File: src/rtl/ploc_occupancy_tracker_pkg.sv
// Types shared by the parking-lot sensor FSM and the occupancy tracker.
// Purely declarative: no latency and no flow control.
package ploc_pkg;

  // State encoding of the upstream two-beam sensor FSM.
  typedef enum logic [2:0] {
    ST_IDLE      = 3'd0,
    ST_A_BLOCKED = 3'd1,
    ST_AB_IN     = 3'd2,
    ST_B_BLOCKED = 3'd3,
    ST_AB_OUT    = 3'd4
  } t_ploc_state;

  localparam int MAX_CARS_DEFAULT = 99;

  typedef logic [3:0] t_bcd_digit;

endpackage

File: src/rtl/ploc_occupancy_tracker_bcd.sv
// One BCD up/down digit. The digit register updates on the clock edge; carry and borrow are combinational.
// No flow control: every inc or dec is applied in the cycle it is seen.
module bcd_updown_digit
  import ploc_pkg::*;
(
  input  logic       i_clk,
  input  logic       i_rst,
  input  logic       i_inc,
  input  logic       i_dec,
  output t_bcd_digit o_digit,
  output logic       o_carry,
  output logic       o_borrow
);

  t_bcd_digit digit_q, digit_d;

  always_comb begin
    digit_d = digit_q;
    if (i_inc) begin
      digit_d = (digit_q == 4'd9) ? 4'd0 : digit_q + 4'd1;
    end else if (i_dec) begin
      digit_d = (digit_q == 4'd0) ? 4'd9 : digit_q - 4'd1;
    end
  end

  always_ff @(posedge i_clk or posedge i_rst) begin
    if (i_rst) digit_q <= 4'd0;
    else       digit_q <= digit_d;
  end

  assign o_digit  = digit_q;
  assign o_carry  = i_inc && (digit_q == 4'd9);
  assign o_borrow = i_dec && (digit_q == 4'd0);

endmodule

File: src/rtl/ploc_occupancy_tracker.sv
// Parking-lot occupancy counter (binary + BCD) with status flags; PLOC_STICKY_ERR_EN makes the error flags sticky.
// A pulse is captured at edge k and the count, flags and errors update at edge k+1. No backpressure: one event per cycle.
module ploc_occupancy_tracker
  import ploc_pkg::*;
#(
  parameter int MAX_CARS         = MAX_CARS_DEFAULT,
  parameter int NEAR_FULL_MARGIN = 5
) (
  input  logic                          i_clk,
  input  logic                          i_rst,
  input  logic                          i_car_enter,
  input  logic                          i_car_exit,
  input  logic                          i_clr_err,
  output logic [$clog2(MAX_CARS+1)-1:0] o_count,
  output t_bcd_digit                    o_bcd_tens,
  output t_bcd_digit                    o_bcd_ones,
  output logic                          o_empty,
  output logic                          o_near_full,
  output logic                          o_full,
  output logic                          o_err_overflow,
  output logic                          o_err_underflow
);

  localparam int            CW    = $clog2(MAX_CARS + 1);
  localparam logic [CW-1:0] MAX_C = CW'(MAX_CARS);
  localparam logic [CW-1:0] NF_C  = CW'(MAX_CARS - NEAR_FULL_MARGIN);

  logic          enter_q, exit_q;
  logic [CW-1:0] count_q, count_d;
  logic          inc, dec, ovf_evt, unf_evt;
  logic          ovf_q, ovf_d, unf_q, unf_d;
  logic          ones_carry, ones_borrow;
  logic          tens_carry_unused, tens_borrow_unused;

  // Simultaneous enter and exit nets to zero and never raises an error.
  always_comb begin
    inc     = 1'b0;
    dec     = 1'b0;
    ovf_evt = 1'b0;
    unf_evt = 1'b0;
    case ({enter_q, exit_q})
      2'b10: begin
        if (count_q == MAX_C) ovf_evt = 1'b1;
        else                  inc     = 1'b1;
      end
      2'b01: begin
        if (count_q == '0) unf_evt = 1'b1;
        else               dec     = 1'b1;
      end
      default: ;
    endcase

    count_d = count_q;
    if (inc)      count_d = count_q + CW'(1);
    else if (dec) count_d = count_q - CW'(1);
  end

`ifdef PLOC_STICKY_ERR_EN
  // A new error outranks a clear on the same edge.
  assign ovf_d = ovf_evt | (ovf_q & ~i_clr_err);
  assign unf_d = unf_evt | (unf_q & ~i_clr_err);
`else
  logic clr_err_unused;
  assign clr_err_unused = i_clr_err;
  assign ovf_d = ovf_evt;
  assign unf_d = unf_evt;
`endif

  always_ff @(posedge i_clk or posedge i_rst) begin
    if (i_rst) begin
      enter_q <= 1'b0;
      exit_q  <= 1'b0;
      count_q <= '0;
      ovf_q   <= 1'b0;
      unf_q   <= 1'b0;
    end else begin
      enter_q <= i_car_enter;
      exit_q  <= i_car_exit;
      count_q <= count_d;
      ovf_q   <= ovf_d;
      unf_q   <= unf_d;
    end
  end

  bcd_updown_digit u_ones (
    .i_clk    (i_clk),
    .i_rst    (i_rst),
    .i_inc    (inc),
    .i_dec    (dec),
    .o_digit  (o_bcd_ones),
    .o_carry  (ones_carry),
    .o_borrow (ones_borrow)
  );

  // Saturation is enforced upstream of the ones digit, so the tens digit never wraps.
  bcd_updown_digit u_tens (
    .i_clk    (i_clk),
    .i_rst    (i_rst),
    .i_inc    (ones_carry),
    .i_dec    (ones_borrow),
    .o_digit  (o_bcd_tens),
    .o_carry  (tens_carry_unused),
    .o_borrow (tens_borrow_unused)
  );

  assign o_count         = count_q;
  assign o_empty         = (count_q == '0);
  assign o_full          = (count_q == MAX_C);
  assign o_near_full     = (count_q >= NF_C);
  assign o_err_overflow  = ovf_q;
  assign o_err_underflow = unf_q;

endmodule

File: config.mk
export PLATFORM = sky130hd
export DESIGN_NAME = ploc_occupancy_tracker
export DESIGN_NICKNAME = d
export VERILOG_FILES = /design/src/rtl/ploc_occupancy_tracker_pkg.sv /design/src/rtl/ploc_occupancy_tracker_bcd.sv /design/src/rtl/ploc_occupancy_tracker.sv
export SDC_FILE = /design/constraint.sdc
export NUM_CORES = 1
export LEC_CHECK = 0
export ABC_AREA = 1
export CAP_MARGIN = 25
export CORE_UTILIZATION = 46
export CTS_BUF_LIST = sky130_fd_sc_hd__clkbuf_8
export CTS_CLUSTER_SIZE = 16
export DETAILED_ROUTE_END_ITERATION = 8
export PLACE_DENSITY = 0.71
export SETUP_SLACK_MARGIN = 0.1
export SKIP_CTS_REPAIR_TIMING = 1
export SYNTH_ARGS = -nofsm -noshare
export SYNTH_HDL_FRONTEND = slang
export SYNTH_SLANG_ARGS = --single-unit
File: constraint.sdc
create_clock -name i_clk -period 3.7 [get_ports i_clk]
set_input_delay 0.925 -clock i_clk [delete_from_list [all_inputs] [get_ports i_clk]]
set_output_delay 0.925 -clock i_clk [all_outputs]
set_load 0.02 [all_outputs]
==> metrics.md <==
| Metric | Value |
|---|---|
| Most numerous cell in the Yosys netlist | nand2_1 |
| Met1 wire length | 1.51 mm |
| Mux contribution to synthesized area | 0 |
| FP Rows | 20 |
| Worst hold-check path type | reg2reg |
| Largest family of logic cells by synthesized area | simple AND/OR/NAND/NOR gates |
| Post-synth EDFFs | 0 |
| Initial Util | 0.482 |
| Worst r2r src | o_count[3] |
| Die H | 58.6 microns |
| # clock sinks | 19 |
| Syn_area_per_cell | 7.44 sq um |
| Synth top area share | 0.323 |
| Root Buffer | clkbuf_8 |
| Actual slew at the worst max-slew pin | 701 ps |
| Core area | 0.00305 sq mm |
| Die width | 58.6 microns |
| First-pass GRT wire length | 5.06 mm |
| Kind of critical path | reg2out |
| Final Wtd Congestion | 0.860 |
| Remaining DRCs | 0 |
| Max_slew headroom | 0.532 |
| Adder-Cell Fraction of Synth Area | 0.0646 |
| Ant. Diodes | 0 |
| H-tree levels | 1 |
| Number of distinct library cells after synthesis | 26 |
| Grt total ovfl | 0 |
| DIE AREA | 0.00343 sq mm |
| Total CTS buffers | 3 |
| Clock Tree Buf Depth | 2 |
| Worst-path maximum fanout | 7 |
| Post-Syn Area | 0.00147 sq mm |
| Final Routed Wirelength | 2.84 mm |
| Final setup TNS | 0 ps |
| Worst skew pair latency | 250 ps |
| DR vias | 1238 |
| Max Slew Vio Count | 0 |
| RSZ-0062 raised after global routing | false |
| CP peak stage delay | 590 ps |
| CTS tree | yes |
| CTS clock-pin slew for the worst setup and hold paths | 70 ps |
| Largest net degree at the start of global routing | 20 |
| Worst VDD drop | 0.405 mV |
| Vias in the first global route | 1164 |
| Worst setup SP type | flop |
| Worst path cell trace | inv_2 > nand2_2 > nor2_2 > nand2_4 > inv_1 > clkdlybuf4s50_1 |
| Cell taking the most area after synthesis | dfrtp_1 |
| Average wire per standard cell | 10.6 microns |
| Critical R2R Capture | o_count[6] |
| WL met2 | 1.24 mm |
| Met3 WL | 91 microns |
| First DRT Iteration DRCs | 58 |
| Fin crit share | 0.734 |
| Tmin final | 2720 ps |
| Synth Register Bits | 19 |
| Status | finished clean |
| Asr flop ratio synth | 1.00 |
| FMAX | 368 MHz |
| Drt via density | 4.62 |
| Worst hold start | enter_q |
| Pleak | 0.916 nW |
| Top sig layer | met3 |
| Main area contributors after synthesis | dfrtp_1 (32%), nand2_1 (16%), nand3_1 (6.5%), inv_1 (5.6%), ha_1 (5.1%) |
| Data arrival, critical path | 1790 ps |
| R2R depth | 13 |
| Fillers | 309 |
| IO Pins | 25 |
| Share of cells above drive strength 1 | 0.134 |
| Tot GR Track Use | 0.191 |
| Post-route ant nets | 0 |
| Number of nets in the layout | 237 |
| MaxCap Viol Count | 0 |
| P&R area growth vs syn | 21.1% |
| PwrDens | 830 mW/mm^2 |
| Post-synthesis xor/xnor area fraction | 0.0357 |
| Reg-to-reg slack, setup | 1580 ps |
| Post-synth top cells | nand2_1 (62), inv_1 (22), dfrtp_1 (19), nand3_1 (19), nor2_1 (15) |
| Setup violations, final | 0 |
| Crit-path slowest cell | clkdlybuf4s50_1 |
| DR pass1 iterations | 4 |
| Worst Hold Slack | 460 ps |
| Clk_skew | 2.89 ps |
| CP required | 2770 ps |
| Post-synthesis simple-gate area fraction | 0.427 |
| Syn_nets | 210 |
| Hold endpoint | o_err_underflow |
| Synth Flop Type | dfrtp_1 |
| Count of yosys warnings during synthesis | 0 |
| Final Hold Fails | 0 |
| Hold path cells | 1 |
| Compound-Gate Fraction of Synth Area | 0.0671 |
| Cells after synthesis | 198 |
| DP Wirelength | 2.14 mm |
| Crit. End Element | primary output |
| Register area share after synthesis | 0.323 |
| Initial antenna violation count | 0 |
| PortBufs | 23 |
per-stage QoR:
| step | setup slack, ps | instance area [sq um] | util | std cells | total power, mW |
|---|---|---|---|---|---|
| floorplan | 1720 | 1470 | - | 198 | 1.07 |
| global placement | 1270 | 1740 | 0.569 | 264 | 1.34 |
| detailed placement | 1260 | 1740 | 0.569 | 264 | 1.34 |
| CTS | 975 | 1780 | 0.584 | 268 | 1.49 |
| global route | 903 | 1780 | 0.584 | 268 | 1.63 |
| finish | 985 | 1780 | 0.584 | 268 | 1.48 |
routing by layer:
layer | global-route usage | vias to the layer above
met3 | 0.0440 | 0
met4 | 0.0272 | 0
li1 | - | 689
met5 | 0 | -
met2 | 0.312 | 20
met1 | 0.265 | 529
area by class of cell:
cell class,count,area (sq um),share of cell area
Sequential cell,19,475,0.267
Tap cell,44,55.1,0.0309
Multi-Input combinational cell,151,876,0.491
Timing Repair Buffer,23,230,0.129
Inverter,27,101,0.0568
Clock inverter,1,3.75,0.00211
Clock buffer,3,41.3,0.0232
critical path: cells and delay by family (launching register included):
family / cells / cell delay, ps
AND/OR/NAND/NOR: 3 / 310
buffers and inverters: 3 / 740
flip-flops: 1 / 490
power breakdown:
part | switching (mW) | leakage [nW] | internal, mW
clock | 0.0669 | 0.0269 | 0.0737
sequential | 0.149 | 0.235 | 0.286
combinational | 0.512 | 0.654 | 0.393
total | 0.727 | 0.916 | 0.753
registers in the layout, summed over array words and instances (netlist names):
signal / cells
o_err_underflow: 1
exit_q: 1
o_err_overflow: 1
o_count: 7
enter_q: 1
u_ones.o_digit: 4
u_tens.o_digit: 4
logic make-up (layout without fill, tap and decap cells):
logic type	Yosys count	count (layout)
XOR/XNOR	6	6
AO/OA/AOI/OAI	16	16
AND/OR/NAND/NOR	122	122
buffers and inverters	28	54
flip-flops	19	19
adder cells (fa/ha/maj)	7	7
worst max-delay path by stage:
stage                     from     endpoint  cells after the start
floorplan           o_count[1]  o_near_full                      2
global placement    o_count[3]      o_empty                      6
detailed placement  o_count[3]      o_empty                      6
CTS                 o_count[3]      o_empty                      6
global route        o_count[3]      o_empty                      6
finish              o_count[3]      o_empty                      6
placed cells by master (no fill, tap or decap):
master           synthesis  layout
inv_1                   22      23
nor2_1                  15      15
o22ai_1                  1       1
nor2_2                   5       5
nand3_2                  2       2
ha_1                     6       6
nand2_4                  3       3
nand2_1                 62      62
nor3_1                   2       2
o21ai_2                  2       2
nand3_4                  1       1
fa_1                     1       1
xor2_1                   4       4
nor2_4                   2       2
nand4_1                  6       6
xnor2_1                  2       2
clkbuf_8                 0       3
clkdlybuf4s50_1          0      23
o21ai_0                  4       4
a21oi_2                  2       2
nand3_1                 19      19
nand2_8                  3       3
a21oi_1                  6       6
inv_2                    5       5
dfrtp_1                 19      19
nand2_2                  2       2
o211ai_1                 1       1
(Power assumes the default switching activity.)
